$ cat config.mk
export PLATFORM = sky130hd
export DESIGN_NAME = s_array_check
export DESIGN_NICKNAME = d
export VERILOG_FILES = /design/src/rtl/s_array_check.sv
export SDC_FILE = /design/constraint.sdc
export NUM_CORES = 1
export LEC_CHECK = 0
export BUFFER_PORTS_ARGS = -buffer_cell sky130_fd_sc_hd__buf_4
export CORE_MARGIN = 1
export CORE_UTILIZATION = 30
export DETAILED_ROUTE_END_ITERATION = 8
export HOLD_SLACK_MARGIN = 0.02
export SLEW_MARGIN = 20
export SYNTH_ARGS = -nofsm -noshare
export SYNTH_HDL_FRONTEND = slang
export SYNTH_SLANG_ARGS = --single-unit
export TNS_END_PERCENT = 1
$ cat constraint.sdc
create_clock -name clk -period 3.9 [get_ports clk]
set_input_delay 0.39 -clock clk [delete_from_list [all_inputs] [get_ports clk]]
set_output_delay 0.39 -clock clk [all_outputs]
set_load 0.03 [all_outputs]
$ cat src/rtl/s_array_check.sv
// S-array read-back checker: sweeps every RAM location once and verifies either
// the identity pattern left by the initializer or the permutation left by the KSA.
module s_array_check #(
    parameter int ADDR_WIDTH = 8,
    parameter int DATA_WIDTH = 8
) (
    input  logic                  clk,
    input  logic                  reset,
    input  logic                  start,
    input  logic                  perm_mode,
    output logic [ADDR_WIDTH-1:0] array_address,
    input  logic [DATA_WIDTH-1:0] q,
    output logic                  write_enable,
    output logic                  busy,
    output logic                  done,
    output logic                  pass,
    output logic [ADDR_WIDTH:0]   error_count,
    output logic [ADDR_WIDTH-1:0] first_bad_addr,
    output logic                  first_bad_valid
);

    localparam int SEEN_DEPTH = 1 << DATA_WIDTH;
    localparam logic [ADDR_WIDTH-1:0] ADDR_MAX = '1;

    typedef enum logic [1:0] {
        IDLE,
        READ,
        DRAIN,
        DONE
    } state_t;

    state_t                  state;
    logic                    mode;
    logic                    rd_valid;
    logic [ADDR_WIDTH-1:0]   rd_addr;
    logic [SEEN_DEPTH-1:0]   seen;
    logic                    cmp_fail;
    logic [ADDR_WIDTH:0]     err_next;

    // rd_valid/rd_addr describe the word currently on q (address registered by the RAM last edge).
    always_comb begin
        cmp_fail = 1'b0;
        if (rd_valid) begin
            if (mode) begin
                cmp_fail = seen[q];
            end else begin
                cmp_fail = (q != DATA_WIDTH'(rd_addr));
            end
        end
        err_next = error_count + {{ADDR_WIDTH{1'b0}}, cmp_fail};
    end

    assign write_enable = 1'b0;

    always_ff @(posedge clk or negedge reset) begin
        if (!reset) begin
            state           <= IDLE;
            mode            <= 1'b0;
            rd_valid        <= 1'b0;
            rd_addr         <= '0;
            seen            <= '0;
            array_address   <= '0;
            busy            <= 1'b0;
            done            <= 1'b0;
            pass            <= 1'b0;
            error_count     <= '0;
            first_bad_addr  <= '0;
            first_bad_valid <= 1'b0;
        end else begin
            rd_valid <= 1'b0;

            if (rd_valid) begin
                error_count <= err_next;
                if (cmp_fail && !first_bad_valid) begin
                    first_bad_addr  <= rd_addr;
                    first_bad_valid <= 1'b1;
                end
                if (mode) begin
                    seen[q] <= 1'b1;
                end
            end

            case (state)
                IDLE, DONE: begin
                    if (start) begin
                        mode            <= perm_mode;
                        error_count     <= '0;
                        first_bad_addr  <= '0;
                        first_bad_valid <= 1'b0;
                        pass            <= 1'b0;
                        seen            <= '0;
                        array_address   <= '0;
                        busy            <= 1'b1;
                        done            <= 1'b0;
                        state           <= READ;
                    end
                end
                READ: begin
                    rd_valid <= 1'b1;
                    rd_addr  <= array_address;
                    if (array_address == ADDR_MAX) begin
                        state <= DRAIN;
                    end else begin
                        array_address <= array_address + 1'b1;
                    end
                end
                DRAIN: begin
                    // The last word is compared on this edge, so pass must use the updated count.
                    busy  <= 1'b0;
                    done  <= 1'b1;
                    pass  <= (err_next == '0);
                    state <= DONE;
                end
                default: begin
                    state <= IDLE;
                end
            endcase
        end
    end

endmodule

==> results_dict.tcl <==
set metrics [dict create \
    clkTransAtPathRegs_ns 0.06 \
    critPathKind "input port to flip-flop" \
    hold_class "input port to flip-flop" \
    timing.rr.end "pass$_DFFE_PN0P_" \
    initial_utilization 0.3052 \
    start_kind "input port" \
    synth_area_um2 13550 \
    tightest_slew_ns 1.073 \
    ir_drop_mv 0.3173 \
    worst-path-stages 16 \
    place_hpwl_um 24270 \
    internal_power_w 0.005592 \
    nets 1367 \
    power_switching_w 0.002451 \
    slew_violations 0 \
    min_from "perm_mode" \
    grt-ovfl-total 0 \
    switching_share 0.3048 \
    power.density_nw_per_um2 504.3 \
    cp.arrival_ns 3.94 \
    hold_ws_ns 0.09444 \
    yosysSeqAreaShare 0.5483 \
    cts_sinks 297 \
    clockBufferDepth 3 \
    async_flop_share 1.000 \
    wl_per_cell_um 19.26 \
    max_freq_mhz 282.6 \
    synth_edf_count 0 \
    ys_types 51 \
    grt_max_degree 122 \
    place_area_um2 14790 \
    status "complete, no violations" \
    ioPinCount 42 \
    synth_area_per_cell_um2 10.41 \
    worst_ep_required_time_ns 4.30 \
    rsz0062_at_grt "no" \
    drc_errors 0 \
    crit_path_end_kind "flip-flop" \
    final_antenna_net_count 0 \
    clk_latency_ns 0.51 \
    die_area_um2 46030 \
    synthCells 1302 \
    drtIter0Drc 1109 \
    antenna_cells 0 \
    die_w_um 214.6 \
    reg2reg_depth 15 \
    comb_power_share 0.186 \
    first_pass_iters 5 \
    critPathMaxStageDelay_ns 0.49 \
    vias 10310 \
    cts_tree "yes" \
    viasPerCell 5.253 \
    wirelength_um 37810 \
    fin_worst_skew_ns 0.01013 \
    cp_slowest_cell "mux4_2" \
    syn_nets 1320 \
    gp_congestion 0.8470 \
    ys_seq_elements 297 \
    min_period_ns 3.538 \
    root_buffer "clkbuf_16" \
    synth_area_leaders "dfrtp_1, a21oi_1, nor2_1" \
    cts_buffers 34 \
    die_h_um 214.6 \
    tns_ns 0 \
    area_growth_pct 17.69 \
    hold_viol 0 \
    path_max_fanout 27 \
    grt_pass1_vias 10140 \
    fin_area_um2 15950 \
    coreArea_um2 44410 \
    fillers 4392 \
    fin_crit_sh 0.9073 \
    dp_slack_ns -0.2340 \
    antenna_found_initial 0 \
    finalSetupViolCount 0 \
    max-slew-margin-rel 0.2817 \
    layout_setup_ws_ns 0.3617 \
    synth_top_area_frac 0.5483 \
    cp_cell_sequence "buf_4 > buf_4 > mux4_2 > mux4_2 > nand4_1 > nand3_1 > a21oi_1 > nor4b_2 > nor2_1 > ha_1 > ha_1 > nand3_1 > nor2_1 > xnor2_1 > nand4_1 > o32ai_1" \
    synth-main-ff-cell "dfrtp_1" \
    portBuffers 40 \
    min_to "mode$_DFFE_PN0P_" \
    htreeDepth 2 \
    p_leak_nw 7.439 \
    rows 77 \
    cap_violations 0 \
    whs_path_depth 3 \
    power_frac_seq 0.409 \
    post-synth-top-area-cell "dfrtp_1" \
    grt.total_usage 0.1646 \
    regToRegStartpoint "seen[9]$_DFF_PN0_" \
    yosysWarnings 0 \
    drive_gt1_frac 0.1707 \
    grt_pass1_wl_um 60010 \
    cpLargestDelayFamily "simple AND/OR/NAND/NOR gates" \
    crit_buf_inv 2 \
    r2r_slack_ns 0.38 \
    p_clk_frac 0.405 \
]
cell families after synthesis:
| kind of cell | Yosys count | synth area share |
|---|---|---|
| AO/OA/AOI/OAI | 313 | 0.1251 |
| XOR/XNOR | 22 | 0.01422 |
| adder cells (fa/ha/maj) | 6 | 0.005538 |
| buffers and inverters | 109 | 0.03932 |
| flip-flops | 297 | 0.5483 |
| multiplexers | 111 | 0.1298 |
| other | 1 | 0.0002767 |
| AND/OR/NAND/NOR | 443 | 0.1374 |
cell usage after synthesis, types with 2 or more instances:
library cell and count:
a211oi_1 3, a22oi_1 13, buf_6 4, nor2_1 306, buf_2 11, buf_8 4
nor4_1 4, xnor2_1 10, nand3_1 21, a22o_1 3, and3_1 2, ha_1 6
mux2i_1 52, nand2b_1 8, nor3b_1 3, mux4_1 6, nand2_1 50, inv_1 7
nor2b_1 10, xor2_1 12, o2bb2ai_1 2, or3_1 2, a31oi_1 4, nand3b_1 3
nor3_1 16, mux4_2 43, o21ai_0 8, and2_1 3, clkbuf_1 73, dfrtp_1 297
buf_1 4, buf_4 5, a21oi_1 269, nand4_1 12, mux2_2 10
tightest hold or removal path, delay by kind of cell:
family	cells	cell delay [ns]
simple gates	2	0.09
buf+inv	1	0.09
cells in the final DEF (no fill, tap or decap), drive strengths merged, types with 4 or more instances in the layout:
cell / n
a21oi: 269
a22oi: 13
a31oi: 4
buf: 112
clkbuf: 49
clkinv: 5
dfrtp: 297
ha: 6
inv: 8
mux2: 10
mux2i: 52
mux4: 49
nand2: 50
nand2b: 8
nand3: 21
nand4: 12
nor2: 306
nor2b: 10
nor3: 17
nor4: 4
o21ai: 8
xnor2: 10
xor2: 12
metal layers:
layer | vias to the layer above | share of wire | GRT usage
met5 | - | 0 | 0
met4 | 0 | 0.034 | 0.06381
met2 | 360 | 0.46 | 0.2565
met1 | 5245 | 0.44 | 0.2269
met3 | 86 | 0.065 | 0.03035
li1 | 4621 | - | -
final cells by class:
cell class | count | area [um2] | area share
tap | 592 | 740.7 | 0.04644
clock inverter | 9 | 123.9 | 0.007765
multi-input combinational | 896 | 5652 | 0.3543
inverter | 7 | 26.28 | 0.001647
sequential | 297 | 7432 | 0.4659
clock buffer | 49 | 1018 | 0.06385
timing repair buffer | 113 | 958.4 | 0.06008
through the flow:
step / utilization / power, W / std cells
2_1_floorplan: - / 0.004306 / 1302
3_3_place_gp: 0.3329 / 0.004826 / 1904
3_5_place_dp: 0.3329 / 0.004839 / 1904
4_1_cts: 0.3589 / 0.008110 / 1963
5_1_grt: 0.3592 / 0.008379 / 1963
6_report: 0.3592 / 0.008044 / 1963
state kept, by name, summed over array words and instances (netlist names):
signal	flops
error_count	9
rd_valid	1
seen	256
busy	1
first_bad_valid	1
pass	1
rd_addr	8
state	2
mode	1
first_bad_addr	8
done	1
array_address	8
worst max path at each step:
stage | slack, ns | endpoint | from
2_1_floorplan | 0.37 | pass$_DFFE_PN0P_ | q[0]
3_3_place_gp | -0.19 | error_count[8]$_DFF_PN0_ | q[1]
3_5_place_dp | -0.23 | pass$_DFFE_PN0P_ | q[1]
4_1_cts | 0.26 | pass$_DFFE_PN0P_ | seen[104]$_DFF_PN0_
5_1_grt | 0.08 | pass$_DFFE_PN0P_ | q[1]
6_report | 0.36 | pass$_DFFE_PN0P_ | q[1]
repair_timing:
action / 4_1_cts / 5_1_grt
endpoints found under the hold margin: 60 / 0
gates resized for setup: 0 / 1
endpoints found under the setup margin: 0 / 2
hold buffers: 1 / 0
setup buffers: 0 / 0
power groups by stage:
stage          clock network [W]  logic (W)  registers (W)
6_report                 0.00326    0.00150        0.00329
5_1_grt                  0.00345    0.00163        0.00330
4_1_cts                  0.00332    0.00150        0.00329
3_5_place_dp                   0    0.00150        0.00334
3_3_place_gp                   0    0.00149        0.00334
2_1_floorplan                  0   0.000917        0.00339
Note: power is estimated with default switching activity, not from simulation.
